`src/rtl/spectrum_collector.sv`:
```
// Collects streamed FFT bins into parallel real/imag arrays, hands a frame-aligned
// mask to the downstream filter and waits (with a watchdog) for it to finish.
module spectrum_collector #(
  parameter int DATA_WIDTH = 16,
  parameter int N          = 16,
  parameter int TIMEOUT    = 255,
  parameter int IDX_W      = $clog2(N)
) (
  input  logic                         clk,
  input  logic                         reset,
  input  logic                         in_valid,
  output logic                         in_ready,
  input  logic signed [DATA_WIDTH-1:0] in_real,
  input  logic signed [DATA_WIDTH-1:0] in_imag,
  input  logic                         in_last,
  input  logic [0:N-1]                 mask_in,
  input  logic                         mask_load,
  output logic signed [DATA_WIDTH-1:0] real_bus [0:N-1],
  output logic signed [DATA_WIDTH-1:0] imag_bus [0:N-1],
  output logic [0:N-1]                 mask_out,
  output logic                         start_filter,
  input  logic                         filter_done,
  output logic                         frame_err,
  output logic [15:0]                  frame_count
);

  localparam int WD_W = $clog2(TIMEOUT + 1);

  typedef enum logic [1:0] {FILL, ISSUE, WAIT} state_t;

  state_t           state;
  logic [IDX_W-1:0] wr_ptr;
  logic [0:N-1]     mask_shadow;
  logic [WD_W-1:0]  watchdog;
  logic             accept;
  logic             frame_end;

  assign in_ready  = (state == FILL) && !reset;
  assign accept    = in_valid && in_ready;
  assign frame_end = in_last || (wr_ptr == IDX_W'(N - 1));

  always_ff @(posedge clk or posedge reset) begin
    if (reset) begin
      state        <= FILL;
      wr_ptr       <= '0;
      mask_out     <= '1;
      mask_shadow  <= '1;
      start_filter <= 1'b0;
      frame_err    <= 1'b0;
      frame_count  <= '0;
      watchdog     <= '0;
      // NOTE: the bin arrays drive the filter directly, so they are reset like
      // any other output register instead of being left as uninitialised storage.
      for (int i = 0; i < N; i++) begin
        real_bus[i] <= '0;
        imag_bus[i] <= '0;
      end
    end else begin
      start_filter <= 1'b0;
      frame_err    <= 1'b0;
      if (mask_load) mask_shadow <= mask_in;

      case (state)
        FILL: begin
          if (accept) begin
            // An early last bin also clears the tail so stale bins never reach the filter.
            for (int i = 0; i < N; i++) begin
              if (i == int'(wr_ptr)) begin
                real_bus[i] <= in_real;
                imag_bus[i] <= in_imag;
              end else if (in_last && i > int'(wr_ptr)) begin
                real_bus[i] <= '0;
                imag_bus[i] <= '0;
              end
            end
            wr_ptr <= wr_ptr + 1'b1;
            if (frame_end) begin
              state        <= ISSUE;
              start_filter <= 1'b1;
              mask_out     <= mask_shadow;
              frame_count  <= frame_count + 16'd1;
              watchdog     <= '0;
              frame_err    <= !(in_last && wr_ptr == IDX_W'(N - 1));
            end
          end
        end

        // The watchdog counts cycles since start_filter, so the ISSUE cycle is the first.
        ISSUE: begin
          state    <= WAIT;
          wr_ptr   <= '0;
          watchdog <= WD_W'(1);
        end

        WAIT: begin
          if (filter_done) begin
            state  <= FILL;
            wr_ptr <= '0;
          end else if (watchdog == WD_W'(TIMEOUT - 1)) begin
            state     <= FILL;
            wr_ptr    <= '0;
            frame_err <= 1'b1;
          end else begin
            watchdog <= watchdog + 1'b1;
          end
        end

        default: state <= FILL;
      endcase
    end
  end

endmodule

```
`config.mk`:
```
export PLATFORM = sky130hd
export DESIGN_NAME = spectrum_collector
export DESIGN_NICKNAME = d
export VERILOG_FILES = /design/src/rtl/spectrum_collector.sv
export SDC_FILE = /design/constraint.sdc
export NUM_CORES = 1
export LEC_CHECK = 0
export CAP_MARGIN = 5
export CORE_AREA = 2 2 235 237
export DETAILED_ROUTE_END_ITERATION = 16
export DIE_AREA = 0 0 237 239
export GPL_ROUTABILITY_DRIVEN = 0
export PLACE_DENSITY = 0.68
export SYNTH_ARGS = -nofsm -noshare
export SYNTH_HDL_FRONTEND = slang
export SYNTH_SLANG_ARGS = --single-unit
```
`constraint.sdc`:
```
create_clock -name clk -period 23.7 [get_ports clk]
set_input_delay 2.37 -clock clk [delete_from_list [all_inputs] [get_ports clk]]
set_output_delay 2.37 -clock clk [all_outputs]
set_load 0.02 [all_outputs]
```
After elaboration in Yosys (flattened, before gate mapping)

Index checks and enable logic that the tools add are counted.

$add $sub $neg: 3
$lt $le $gt $ge: 15
Equality and inequality tests: 24
Muxes and demuxes: 67
Reductions and logical operators: 59

Operators with widths:

| cell                                                                            | number |
|---|---|
| 16-bit 2-to-1 mux                                                               | 45 |
| 3-bit AND reduction                                                             | 19 |
| 4-bit == test (first input constant)                                            | 8 |
| 4-bit greater-than comparator (first input constant)                            | 8 |
| 8-bit 2-to-1 mux                                                                | 4 |
| 2-bit nonzero test                                                              | 15 |
| 8-bit one-hot mux with 3 select lines                                           | 1 |
| 1-bit logical AND                                                               | 18 |
| 16-bit by 1-bit adder with 16-bit output (second input constant)                | 1 |
| 3-bit by 4-bit == test with 1-bit output (first input constant)                 | 4 |
| 3-bit by 4-bit greater-than comparator with 1-bit output (first input constant) | 4 |
| 4-bit 2-to-1 mux                                                                | 3 |
| 4-bit one-hot mux with 3 select lines                                           | 1 |
| 8-bit by 1-bit adder with 8-bit output (second input constant)                  | 1 |
| 2-bit by 4-bit == test with 1-bit output (first input constant)                 | 2 |
| 8-bit == test (second input constant)                                           | 1 |
| 2-bit by 4-bit greater-than comparator with 1-bit output (first input constant) | 2 |
| 2-bit 2-to-1 mux                                                                | 4 |
| 2-bit inequality test (second input constant)                                   | 4 |
| 1-bit 2-to-1 mux                                                                | 7 |
| 2-bit one-hot mux with 3 select lines                                           | 1 |
| 5-bit AND reduction                                                             | 1 |
| 4-bit by 1-bit adder with 4-bit output (second input constant)                  | 1 |
| 1-bit by 4-bit == test with 1-bit output (first input constant)                 | 1 |
| 11 further kinds                                                                | 12 |

Flip-flop bits (word level): 576
Input port bits: 54
Logic and storage cells: 208

Depth between registers and ports, before layout

Word-level depth: 6
Mapped depth: 11
Depth with buffers taken out: 8

Worst setup path after synthesis

Ideal clock, no wire load.

Path kind: input -> output
Start: in reset
End: out in_ready
Data arrival time: 2.674 ns
Slack: 18.656 ns
Stages on the path: 1
Buffers on the path: 0
Cell sequence: nor2b_1

Cells in the longest elaborated chain, start to end: 2

Ends and longest elaborated chain:

| element                     | line | text |
|---|---|---|
| from (decl)                 | 10   | `input logic reset,` |
| 1-bit logical NOT (no line) | n/a  |  |
| 1-bit logical AND           | 38   | `assign in_ready = (state == FILL) && !reset;` |
| to (decl)                   | 12   | `output logic in_ready,` |

No other way between the ends.

Worst setup path in the final report

Ends and elaborated chain as after synthesis.

==> flow_summary.yaml <==
drt:
  drcViolationCount: 0
  drt_iter0_markers: 1232
  num_vias: 16610
  routed_wirelength_um: 78730
  ant_nets: 0
  viasPerCell: 5.772
  wire_per_inst_um: 27.36
  first_pass_iters: 5
clock_network:
  clockBufferDepth: 3
  cts_tree: "done"
  numCtsBuffers: 59
  cts_hold_buf: 0
  clk_pin_slew_ns: 0.06
  cts_max_level: 2
  clock_latency_ns: 0.63
  post_cts_resized: 0
  numClockSinks: 576
  post_cts_buffers: 0
  root_buffer: "clkbuf_16"
floorplan:
  die_h_um: 239
  fp.dieW_um: 237
  rows: 86
  boundaryPins: 601
  initial_core_util_pct: 39.61
  die_area_um2: 56640
  core_um2: 54340
yosys:
  netlist_top_cells_area: "dfrtp_1 (63%), a22o_1 (17%), dfstp_2 (3.9%)"
  syn-num-nets: 1665
  syn_inst: 1596
  synth_xor_area_share_pct: 0.6104
  yosys.area.top_type: "dfrtp_1"
  async_reset_ff_share_pct: 100.0
  synth_area_um2: 21520
  synthTopCellsByCount: "dfrtp_1 (544), a22o_1 (421), nand2_1 (150), clkbuf_1 (108), o21ai_0 (72)"
  synth-simple-area-share_pct: 4.744
  ys_ff_latch: 576
  synth_compound_gate_area_share_pct: 19.84
  yosys.cell_types.count: 41
  postSynthAreaPerCell_um2: 13.49
  synth-edff-count: 0
  synth_top_family_by_area: "compound AO/OA/AOI/OAI gates"
  synthAdderAreaFrac_pct: 0.8720
  synthMuxAreaShare_pct: 3.505
  seq_area_frac_synth_pct: 67.15
  yosysMostFrequentCell: "dfrtp_1"
  synth.top_cell.area_share_pct: 63.25
  yosysWarnings: 0
  synth-main-ff-cell: "dfrtp_1"
placement:
  post-place-ws_ns: 17.50
  dp_hpwl_um: 52110
  port_buffers: 600
  dp.cells: 2769
min_path:
  hp-class: "flip-flop to flip-flop"
  worstHoldPathCells: 2
  worstHoldStart: "imag_bus[14]$_DFFE_PP0P_"
  min_to: "imag_bus[14]$_DFFE_PP0P_"
worst_setup_path:
  critical_path_required_ns: 21.33
  crit_slowest_cell: "clkdlybuf4s50_1"
  worstPathArrival_ns: 3.84
  r2r-end: "frame_count[15]$_DFFE_PP0P_"
  rrSetupSlack_ns: 19.80
  path_max_fanout: 7
  crit_type: "input port to output pin"
  path_delay_family: "buffers and inverters"
  reg2reg_from: "wr_ptr[0]$_DFFE_PP0P_"
  path_cells: "clkdlybuf4s50_1 -> nor2b_1 -> clkdlybuf4s50_1"
  worst-path-buf-inv: 2
  reg2regPathDepth: 9
  endpoint_kind: "output pin"
  startpoint_type: "input port"
  crit_path_max_incr_delay_ns: 0.63
  crit_path_frequent_cell: "clkdlybuf4s50_1"
cells_and_area:
  drive_gt1_share_pct: 11.41
  final_util_pct: 55.35
  fillers: 4348
  fin_cells: 2878
  antenna_cells: 0
  nets: 2195
  area_delta_synth_final_pct: 39.75
grt:
  grt_pass1_wl_um: 114400
  grt_pass1_vias: 16460
  grt_max_degree: 134
  grt_use_total_pct: 27.26
  antenna_found_initial: 3
  grt-ovfl-total: 0
sta:
  slew_violations: 0
  timing.final.ws_setup_ns: 17.49
  fmaxAchievable_ghz: 0.1610
  rsz0062_at_grt: "no"
  post-route-period-util_pct: 26.20
  final.setup.tns_ns: 0
  finalCriticalPeriod_ns: 6.210
  setup_viol: 0
  relSlewSlack_pct: 16.54
  skew_ns: 0.01042
  tightest_slew_ns: 1.248
  hold_viol_final: 0
power:
  powerDensity_nw_per_um2: 102.1
  peakVddDrop_mv: 0.06077
  p_leak_nw: 13.38
status:
  status: "completed"
run:
  max-cap-violations: 0
-- stage by stage --
stage,cell area [um2],hold WS (ns),power [mW]
2_1_floorplan,21520,0.5188,1.672
3_3_place_gp,28050,0.4627,2.107
3_5_place_dp,28050,0.4696,2.120
4_1_cts,30080,0.4838,3.085
5_1_grt,30080,0.5071,3.178
6_report,30080,0.4797,3.072
-- layout make-up --
type	count	area [um2]	area share (%)
flip-flops and latches	576	14450	48.06
inverters	13	56.30	0.1872
multi-input cells	848	6450	21.44
clock buffers	88	1765	5.870
repair buffers	628	6211	20.65
well taps	704	880.8	2.929
clock inverters	21	260.3	0.8653
-- sequential cells by signal, indices dropped and copies added, names as in the netlist --
| name | cells |
|---|---|
| frame_count | 16 |
| frame_err | 1 |
| imag_bus | 256 |
| mask_out | 16 |
| mask_shadow | 16 |
| real_bus | 256 |
| start_filter | 1 |
| state | 2 |
| watchdog | 8 |
| wr_ptr | 4 |
-- cells by family (layout without fill, tap and decap cells) --
| family | after synthesis | count (layout) |
|---|---|---|
| flops | 576 | 576 |
| fa+ha+maj | 15 | 15 |
| compound gates | 527 | 527 |
| buf+inv | 172 | 750 |
| xor+xnor | 15 | 15 |
| mux | 67 | 67 |
| simple gates | 224 | 224 |
-- how the worst max path moves through the flow --
| stage | end | cells after the start | startpoint |
|---|---|---|---|
| 2_1_floorplan | frame_count[0]$_DFFE_PP0P_ | 1 | reset |
| 3_3_place_gp | in_ready | 3 | reset |
| 3_5_place_dp | in_ready | 3 | reset |
| 4_1_cts | in_ready | 3 | reset |
| 5_1_grt | in_ready | 3 | reset |
| 6_report | in_ready | 3 | reset |
-- tightest hold or removal path: cells and delay by family, from the launching register on --
| family | cells | cell delay (ns) |
|---|---|---|
| flops | 1 | 0.34 |
| compound gates | 1 | 0.06 |
| simple gates | 1 | 0.05 |
-- routing by layer --
metal	vias to the layer above	routed length (um)	global-route usage, %
met3	172	7219	7.771
met2	881	37550	44.19
li1	6940	-	-
met1	8616	30850	34.63
met5	-	27	0
met4	4	3086	10.82
-- report_power, final --
| part | leakage [nW] | total [mW] | switching [mW] | internal (mW) |
|---|---|---|---|---|
| registers | 7.81 | 1.25 | 0.104 | 1.15 |
| clock network | 0.990 | 0.961 | 0.401 | 0.560 |
| logic | 4.59 | 0.858 | 0.469 | 0.389 |
-- cells in the final DEF (no fill, tap or decap), drive strengths merged, types with 2 or more instances in the layout --
cell,n
a21o,2
a21oi,13
a22o,421
a32o,2
and2,5
and3,12
and4,3
buf,29
bufinv,4
clkbuf,88
clkdlybuf4s50,599
clkinv,10
clkinvlp,4
dfrtp,544
dfstp,32
ha,15
inv,16
mux2,67
nand2,150
nand2b,5
nand3,11
nand3b,2
nand4,8
nor2,9
nor2b,2
nor3,6
o211ai,4
o21ai,75
o31ai,6
o41ai,2
or4,5
xnor2,9
xor2,6
No activity file was read; power rests on OpenSTA's default activity.
